[src/rtl/mmio_uart_tx.sv]
// Memory-mapped 8N1 UART transmitter with a small TX FIFO, sitting beside data RAM
// on the CPU data bus and claiming an 8-byte register window.
module mmio_uart_tx #(
  parameter logic [31:0] BASE_ADDR    = 32'hFFFF_0000,
  parameter int unsigned CLKS_PER_BIT = 16,
  parameter int unsigned FIFO_DEPTH   = 4
) (
  input  logic        clk,
  input  logic        reset,
  input  logic        we,
  input  logic [31:0] adr,
  input  logic [31:0] din,
  output logic [31:0] dout,
  output logic        hit,
  output logic        tx,
  output logic        busy
);

  localparam int unsigned PW = $clog2(FIFO_DEPTH);
  localparam int unsigned CW = PW + 1;
  localparam int unsigned BW = (CLKS_PER_BIT > 1) ? $clog2(CLKS_PER_BIT) : 1;
  localparam logic [BW-1:0] BAUD_LAST  = BW'(CLKS_PER_BIT - 1);
  localparam logic [CW-1:0] COUNT_FULL = CW'(FIFO_DEPTH);

  typedef enum logic [1:0] {
    S_IDLE,
    S_START,
    S_DATA,
    S_STOP
  } state_e;

  state_e        state_q;
  logic [BW-1:0] baud_q;
  logic [2:0]    bit_q;
  logic [7:0]    shift_q;
  logic          tx_q;

  logic [7:0]    mem_q [FIFO_DEPTH];
  logic [PW-1:0] wr_ptr_q, wr_ptr_d;
  logic [PW-1:0] rd_ptr_q, rd_ptr_d;
  logic [CW-1:0] count_q, count_d;
  logic          ovf_q, ovf_d;

  logic wr_txdata, wr_status;
  logic empty, full, pop, push_ok;
  logic unused_bits;

  // adr[1:0] and the upper store data never matter to this block.
  assign unused_bits = ^{adr[1:0], din[31:8]};

  assign hit       = (adr[31:3] == BASE_ADDR[31:3]);
  assign wr_txdata = we && hit && !adr[2];
  assign wr_status = we && hit && adr[2];

  assign empty   = (count_q == '0);
  assign full    = (count_q == COUNT_FULL);
  assign pop     = (state_q == S_IDLE) && !empty;
  // A pop on the same edge frees a slot, so a push into a full FIFO still lands.
  assign push_ok = wr_txdata && (!full || pop);

  assign busy = (state_q != S_IDLE);
  assign tx   = tx_q;

  always_comb begin
    dout = '0;
    if (hit && adr[2]) begin
      dout = {28'b0, ovf_q, full, empty, busy};
    end
  end

  always_comb begin
    wr_ptr_d = wr_ptr_q;
    rd_ptr_d = rd_ptr_q;
    count_d  = count_q;
    ovf_d    = ovf_q;
    if (push_ok) begin
      wr_ptr_d = wr_ptr_q + PW'(1);
    end
    if (pop) begin
      rd_ptr_d = rd_ptr_q + PW'(1);
    end
    case ({push_ok, pop})
      2'b10:   count_d = count_q + CW'(1);
      2'b01:   count_d = count_q - CW'(1);
      default: count_d = count_q;
    endcase
    if (wr_txdata && !push_ok) begin
      ovf_d = 1'b1;
    end else if (wr_status) begin
      ovf_d = 1'b0;
    end
  end

  always_ff @(posedge clk) begin
    if (push_ok) begin
      mem_q[wr_ptr_q] <= din[7:0];
    end
  end

  always_ff @(posedge clk or posedge reset) begin
    if (reset) begin
      wr_ptr_q <= '0;
      rd_ptr_q <= '0;
      count_q  <= '0;
      ovf_q    <= 1'b0;
    end else begin
      wr_ptr_q <= wr_ptr_d;
      rd_ptr_q <= rd_ptr_d;
      count_q  <= count_d;
      ovf_q    <= ovf_d;
    end
  end

  // tx_q is loaded with the level of the state being entered, so the line
  // changes exactly on the edge that changes state.
  always_ff @(posedge clk or posedge reset) begin
    if (reset) begin
      state_q <= S_IDLE;
      baud_q  <= '0;
      bit_q   <= '0;
      shift_q <= '0;
      tx_q    <= 1'b1;
    end else begin
      case (state_q)
        S_IDLE: begin
          tx_q   <= 1'b1;
          baud_q <= '0;
          bit_q  <= '0;
          if (pop) begin
            shift_q <= mem_q[rd_ptr_q];
            state_q <= S_START;
            tx_q    <= 1'b0;
          end
        end
        S_START: begin
          if (baud_q == BAUD_LAST) begin
            baud_q  <= '0;
            bit_q   <= '0;
            state_q <= S_DATA;
            tx_q    <= shift_q[0];
          end else begin
            baud_q <= baud_q + BW'(1);
          end
        end
        S_DATA: begin
          if (baud_q == BAUD_LAST) begin
            baud_q <= '0;
            if (bit_q == 3'd7) begin
              state_q <= S_STOP;
              tx_q    <= 1'b1;
            end else begin
              bit_q   <= bit_q + 3'd1;
              shift_q <= shift_q >> 1;
              tx_q    <= shift_q[1];
            end
          end else begin
            baud_q <= baud_q + BW'(1);
          end
        end
        S_STOP: begin
          if (baud_q == BAUD_LAST) begin
            baud_q  <= '0;
            state_q <= S_IDLE;
          end else begin
            baud_q <= baud_q + BW'(1);
          end
          tx_q <= 1'b1;
        end
        default: begin
          state_q <= S_IDLE;
          tx_q    <= 1'b1;
        end
      endcase
    end
  end

endmodule
[config.mk]
export PLATFORM = sky130hd
export DESIGN_NAME = mmio_uart_tx
export DESIGN_NICKNAME = d
export VERILOG_FILES = /design/src/rtl/mmio_uart_tx.sv
export SDC_FILE = /design/constraint.sdc
export NUM_CORES = 1
export LEC_CHECK = 0
export ABC_AREA = 0
export CORE_UTILIZATION = 49
export DETAILED_ROUTE_END_ITERATION = 7
export GPL_ROUTABILITY_DRIVEN = 0
export PLACE_DENSITY = 0.95
export SLEW_MARGIN = 20
export SYNTH_ARGS = -nofsm -noshare
export SYNTH_HDL_FRONTEND = slang
export SYNTH_SLANG_ARGS = --single-unit
[constraint.sdc]
create_clock -name clk -period 5.5 [get_ports clk]
set_input_delay 1.375 -clock clk [delete_from_list [all_inputs] [get_ports clk]]
set_output_delay 1.375 -clock clk [all_outputs]
set_load 0.005 [all_outputs]
After elaboration in Yosys (flattened, before gate mapping) --
Memories as Yosys holds them, arrays and structs flattened. Index checks and enable logic that the tools add are counted.
Cells by class: muxes and demuxes 27, reduce and logical (&&, ||, !) cells 24, equality and inequality tests 15, add/subtract/negate cells 6
Operators with widths (count):
- equality test 29 bit, second input constant | 1
- two-way mux 8 bit | 3
- case mux 8 bit (2 select lines) | 1
- inequality test 2 bit, second input constant | 6
- two-way mux 2 bit | 5
- two-way mux 3 bit | 3
- case mux 3 bit (3 select lines) | 1
- two-way mux 1 bit | 8
- two-way mux 4 bit | 2
- case mux 2 bit (4 select lines) | 1
- case mux 4 bit (2 select lines) | 1
- AND reduction 4 bit | 2
- nonzero test 2 bit | 4
- logical AND 1 bit | 7
- adder 3 x 1 -> 3 bit, second input constant | 2
- equality test 2 bit, second input constant | 3
- equality test 3 bit, second input constant | 2
- case mux 3 bit (2 select lines) | 1
- AND reduction 5 bit | 1
- adder 2 x 1 -> 2 bit, second input constant | 2
- adder 4 x 1 -> 4 bit, second input constant | 1
- equality test 2 x 1 -> 1 bit, second input constant | 2
- equality test 4 bit, second input constant | 1
- zero test 1 bit | 4
- 8 further kinds | 8
Storage, ports and cells: memories kept 1, logic and storage cells 82, register bits 26, bits in writable memories 32, bits of input ports 67, output and inout port bits 35
Memory list:
- mem_q | words 4, bits a word 8, rd ports 1, clocked after Yosys merged registers in 0, wr ports 1, RTL line 38 | logic [7:0] mem_q [FIFO_DEPTH];

Depth between registers and ports, before layout --
Gate-level depths: netlist (run 1).
depth in word-level cells 8, gate-level depth with buffers 11, gate-level depth less buffers 11

Least setup slack after synthesis (run 1) --
No wires, ideal clock.
path kind input to output, start point input port adr[3], end point output port dout[2], required time 4.125 ns, arrival 2.580 ns, stages on the path 4, path slack 1.545 ns, buffers on the path 0, cell sequence or4_1 -> nor3_1 -> nand4_1 -> nor4b_1
Between the ends: longest elaborated chain between the ends 3
RTL lines:
- from (decl) | RTL line 11 | input logic [31:0] adr,
- equality test 29 bit | RTL line 51 | assign hit = (adr[31:3] == BASE_ADDR[31:3]);
- logical AND 1 bit | RTL line 66 | if (hit && adr[2]) begin
- two-way mux 4 bit | RTL line 66
- to (decl) | RTL line 13 | output logic [31:0] dout,
No other way between the ends.

Worst setup path after layout (run 1) --
Ends and elaborated chain as after synthesis.

==> results of run 1 <==
-- worst paths after layout --
| path | slack (ps) | endpoint | start |
|---|---|---|---|
| min reg2reg | 510 | bit_q[2]$_DFFE_PP0P_ | bit_q[2]$_DFFE_PP0P_ |
| max reg2reg | 2760 | count_q[2]$_DFFE_PP0P_ | state_q[0]$_DFFE_PP0P_ |
| min in group asynchronous | 1420 | wr_ptr_q[0]$_DFFE_PP0P_ | reset |
| max | 450 | dout[2] | adr[3] |
| max in group asynchronous | 3640 | shift_q[3]$_DFFE_PP0P_ | reset |
| min | 510 | bit_q[2]$_DFFE_PP0P_ | bit_q[2]$_DFFE_PP0P_ |
-- metrics by stage --
stage	utilization [%]	hold WS [ps]	setup slack [ps]	cells	cell area [um2]
global placement	60.1	481	604	331	3390
CTS	63.7	508	449	347	3590
detailed placement	60.1	495	513	331	3390
global route	63.7	533	249	347	3590
floorplan	-	460	1550	243	3050
finish	63.7	509	453	347	3590
-- power breakdown --
| part | leakage (nW) | total (mW) | internal, mW | switching [mW] |
|---|---|---|---|---|
| logic | 0.715 | 0.102 | 0.0598 | 0.0419 |
| registers | 0.647 | 0.498 | 0.483 | 0.0157 |
| clock network | 0.0921 | 0.398 | 0.212 | 0.186 |
| total | 1.45 | 0.998 | 0.754 | 0.243 |
-- cells by family after synthesis --
group | count (synthesis) | share of synthesized area [%]
flops | 58 | 54.6
simple gates | 45 | 9.87
buf+inv | 45 | 9.32
mux | 27 | 13.4
compound gates | 19 | 4.41
fa+ha+maj | 14 | 6.19
xor+xnor | 7 | 2.08
other cells | 1 | 0.127
-- routing by layer --
metal	share of wire (%)	wire (um)	global-route usage [%]
met1	40	2250	23.3
met2	53	2990	34.6
met3	4.1	231	5.03
met4	3.1	172	12.5
met5	0	0	0
-- area by class of cell --
cell class	count	area (um2)	area share, %
Multi-Input combinational cell	140	1170	32.4
Sequential cell	58	1610	44.9
Inverter	14	52.6	1.46
Clock inverter	7	78.8	2.19
Timing Repair Buffer	47	470	13.1
Clock buffer	9	124	3.45
Tap cell	72	90.1	2.51
-- registers in the layout, indices dropped and copies added (netlist names) --
signal and cells:
tx 1, ovf_q 1, wr_ptr_q 2, state_q 2, count_q 3, mem_q 32
rd_ptr_q 2, shift_q 8, baud_q 4, bit_q 3
-- cells in the mapped netlist (2+ instances only) --
library cell / count
edfxtp_1: 32
o21ai_0: 4
nor3_1: 4
a22o_1: 2
buf_4: 28
a22oi_1: 3
nand4_1: 3
mux2_2: 16
nor2_1: 13
ha_1: 13
nand2_1: 7
nor4b_1: 2
clkbuf_1: 2
xnor2_1: 4
mux2i_1: 2
and3_1: 4
nor4_4: 2
xor2_1: 3
a21oi_1: 2
dfrtp_1: 25
a31oi_1: 3
inv_1: 14
mux4_2: 8
nor2b_1: 2
==> impl_metrics.csv, run 1 <==
group,metric,value,unit
status,outcome,"complete, no violations",
setup_path,worst_ep_arrival_time,3670,ps
synthesis,yosysUniqueCellTypes,42,
floorplanning,die_w,79.6,um
hold_path,whs_path_depth,1,
synthesis,ys_ff_latch,58,
global_route,grt_pass1_vias,1881,
setup_path,crit_type,"in -> out",
clocking,postCtsHoldBufs,0,
floorplanning,fp.coreArea,5640,um2
setup_path,crit_family,"simple AND/OR/NAND/NOR gates",
clocking,clk_path_buf_depth,2,
power,power-per-cell-area,278,nW/um2
drt,wirelength,5640,um
layout,layout_commonest_cell,"clkdlybuf4s50_1",
sta,rsz0062_at_grt,"false",
floorplanning,die_area,6340,um2
sta,fin_crit,5050,ps
layout,synthToLayoutAreaGrowth,21.7,%
layout,layout.nets,351,
floorplanning,rows,27,
drt,drc,0,
drt,ant_nets,0,
power,power.leakage,1.45,nW
sta,slew-limit-headroom,37.7,%
place,hpwl,3900,um
setup_path,crit_slowest_cell,"or4_1",
clocking,cts_resized,0,
synthesis,async_flop_share,44.8,%
clocking,cts_root_buf,"clkbuf_8",
floorplanning,ios,102,
drt,vias,1812,
synthesis,ys_warn_count,0,
layout,drive_above_1_share,17.5,%
synthesis,synth_ff_type,"edfxtp_1",
clocking,postCtsSetupRepairBufs,0,
synthesis,yosysSeqAreaShare,54.6,%
sta,setup-tns-final,0,ps
clocking,htree_levels,3,
place,numPortBuffers,47,
global_route,overflow,0,
setup_path,endpoint_kind,"primary output",
clocking,cts.sinks,58,
sta,slew_viol_final,0,
job,maxCapViolations,0,
setup_path,slowest_delay,600,ps
setup_path,cpMostUsedCell,"clkdlybuf4s50_1",
drt,dr.pass1.iters,4,
setup_path,reg2regPathDepth,11,
drt,post_drt_wl_per_cell,16.2,um
synthesis,synthCells,216,
global_route,grt_pass1_wl,9250,um
synthesis,yosysTopAreaCell,"edfxtp_1",
setup_path,path_buf_inv,2,
floorplanning,start_util,52.3,%
layout,insertedDiodeCount,0,
sta,timing.fmax,0.198,GHz
setup_path,worstPathCellList,"clkdlybuf4s50_1, or4_1, nor3_1, nand4_1, nor4b_1, clkdlybuf4s50_1",
power,vdd_ir_drop_max,0.242,mV
global_route,gr-usage-all-layers,20.5,%
clocking,worstSkewPairLatency,340,ps
clocking,cts_buffers,9,
setup_path,start_kind,"input pin",
global_route,grt_max_degree,27,
power,p_total,0.998,mW
floorplanning,die_h,79.6,um
global_route,antenna_found_initial,0,
synthesis,synth_top_area_share,32.5,%
sta,setup_viol_count_final,0,
layout,layout_common_cells,"clkdlybuf4s50_1 (47), edfxtp_1 (32), conb_1 (28), dfrtp_1 (25), mux2_2 (16)",
clocking,path_clk_slew,70,ps
sta,period_share,91.8,%
synthesis,synthTopCellsByArea,"edfxtp_1 (33%), dfrtp_1 (21%), buf_4 (7.1%), mux2_2 (6.1%), mux4_2 (6.1%)",
synthesis,synth-edff-count,32,
setup_path,crit_required,4120,ps
sta,skew,11.9,ps
drt,drt_iter0_markers,83,
sta,hold_viol,0,
layout,nFillCells,395,
sta,worst_pin_slew,928,ps
synthesis,netlist_area,2950,um2
clocking,cts_tree,"yes",
synthesis,synth.avg_cell_area,13.7,um2
setup_path,path_max_fanout,2,
hold_path,hp-class,"reg -> reg",
drt,via_per_inst,5.22,
setup_path,cp_num_cells,6,
No activity file was read; power rests on OpenSTA's default activity.
==> run 2: changes to the inputs <==
==> constraint.sdc (replaced) <==
create_clock -name clk -period 6.3 [get_ports clk]
set_input_delay 1.575 -clock clk [delete_from_list [all_inputs] [get_ports clk]]
set_output_delay 1.575 -clock clk [all_outputs]
set_load 0.005 [all_outputs]
==> run 2 against run 1 <==
Compared with the run above:
- sequential power decreased by 13%
- die area unchanged
- core utilization is essentially flat
- register-to-register slack improved by 920 ps
- critical path type unchanged
- sequential cell count is the same
- global-route usage decreased by 1.1 points
- worst setup slack improved by 490 ps
- clock power decreased by 14%
- final cell count stayed put
==> impl_metrics.csv, run 2 (synthesis gave the netlist of run 1 again) <==
group,metric,value,unit
job,maxCapViolations,0,
sta,worst_pin_slew,978,ps
place,pre_cts_slack,951,ps
global_route,grt_max_degree,27,
power,p_total,0.864,mW
place,numPortBuffers,47,
drt,ant_nets,0,
layout,final_area,3590,um2
drt,vias,1822,
power,p_clk_share,39.5,%
sta,skew,7.61,ps
layout,synthToLayoutAreaGrowth,21.7,%
layout,drive_above_1_share,17.5,%
layout,layout_commonest_cell,"clkdlybuf4s50_1",
clocking,postCtsSetupRepairBufs,0,
layout,largest_reg_flops,32,
setup_path,worst_ep_arrival_time,3780,ps
power,power.leakage,1.47,nW
sta,slew_viol_final,0,
global_route,antenna_found_initial,0,
drt,wirelength,5400,um
power,p_sw,0.205,mW
sta,hold_slack,505,ps
global_route,gr-usage-all-layers,19.4,%
clocking,clk_path_buf_depth,2,
floorplanning,die_area,6340,um2
drt,post_drt_wl_per_cell,15.6,um
clocking,cts_buffers,9,
setup_path,endpoint_kind,"primary output",
clocking,postCtsHoldBufs,0,
clocking,cts_root_buf,"clkbuf_8",
drt,dr.pass1.iters,4,
floorplanning,ios,102,
power,swShare,23.8,%
global_route,grt_pass1_vias,1865,
layout,top_regs,"mem_q: 32 flops, shift_q: 8 flops, baud_q: 4 flops",
layout,layout.nets,351,
global_route,overflow,0,
layout,insertedDiodeCount,0,
setup_path,path_max_fanout,2,
sta,fin_ws,945,ps
drt,drc,0,
status,outcome,"complete, no violations",
drt,via_per_inst,5.25,
place,place_area,3390,um2
sta,slew-limit-headroom,34.7,%
hold_path,hp-start,"baud_q[0]$_DFF_PP0_",
setup_path,crit_required,4720,ps
place,hpwl,4000,um
power,p_int,0.659,mW
setup_path,start_kind,"input pin",
floorplanning,start_util,52.3,%
sta,setup_viol_count_final,0,
layout,nFillCells,399,
clocking,cts_tree,"yes",
layout,top_register,"mem_q",
drt,drt_iter0_markers,120,
layout,layout_common_cells,"clkdlybuf4s50_1 (47), edfxtp_1 (32), conb_1 (28), dfrtp_1 (25), mux2_2 (16)",
clocking,cts_resized,0,
power,vdd_ir_drop_max,0.209,mV
hold_path,hp-class,"reg -> reg",
setup_path,startpoint,"adr[3]",
clocking,path_clk_slew,70,ps
floorplanning,rows,27,
sta,rsz0062_at_grt,"false",
floorplanning,die_h,79.6,um
floorplanning,fp.coreArea,5640,um2
place,place_inst,331,
power,p_seq_share,50.3,%
global_route,grt_pass1_wl,8840,um
sta,setup-tns-final,0,ps
layout,instances_no_fill,347,
setup_path,crit_type,"in -> out",
setup_path,r2r-start,"state_q[0]$_DFFE_PP0P_",
sta,hold_viol,0,
floorplanning,die_w,79.6,um
sta,fin_crit,5350,ps
power,power-per-cell-area,240,nW/um2
clocking,cts.sinks,58,
sta,period_share,85.0,%
power,comb_power_share,10.2,%
clocking,worstSkewPairLatency,340,ps
layout,fin_util,63.7,%
sta,timing.fmax,0.187,GHz
clocking,htree_levels,3,
==> run 2: layer usage <==
metal	up-vias	share of wire (%)	GRT usage (%)
li1	838	-	-
met1	913	42	22.0
met2	59	52	33.2
met3	12	3.8	5.83
met4	0	2.1	9.45
met5	-	0	0
==> run 2: final timing paths <==
check / end / slack, ps / cells past startpoint
min reg2reg: baud_q[0]$_DFF_PP0_ / 500 / 1
max: dout[2] / 950 / 6
max in group asynchronous: shift_q[7]$_DFFE_PP0P_ / 3940 / 2
min in group asynchronous: wr_ptr_q[0]$_DFFE_PP0P_ / 1760 / 2
max reg2reg: count_q[2]$_DFFE_PP0P_ / 3680 / 11
min: baud_q[0]$_DFF_PP0_ / 500 / 1
==> run 2: power groups by stage <==
stage	Sequential, mW	Clock (mW)	Combinational [mW]
after floorplan	0.437	0	0.0629
after global placement	0.440	0	0.0838
after detailed placement	0.442	0	0.0877
after CTS	0.434	0.347	0.0883
after global routing	0.437	0.362	0.0974
final	0.435	0.341	0.0878
==> run 2: cell type report <==
type | instances | area, um2 | share of cell area [%]
clock buffer | 9 | 124 | 3.45
inverter | 14 | 52.6 | 1.46
multi-input combinational | 140 | 1170 | 32.5
clock inverter | 7 | 77.6 | 2.16
tap | 72 | 90.1 | 2.51
sequential | 58 | 1610 | 44.9
timing repair buffer | 47 | 470 | 13.1
==> run 2: worst max-delay path, stage by stage <==
cell,delay [ps]
clkdlybuf4s50_1,390
or4_1,590
nor3_1,230
nand4_1,160
nor4b_1,270
clkdlybuf4s50_1,560
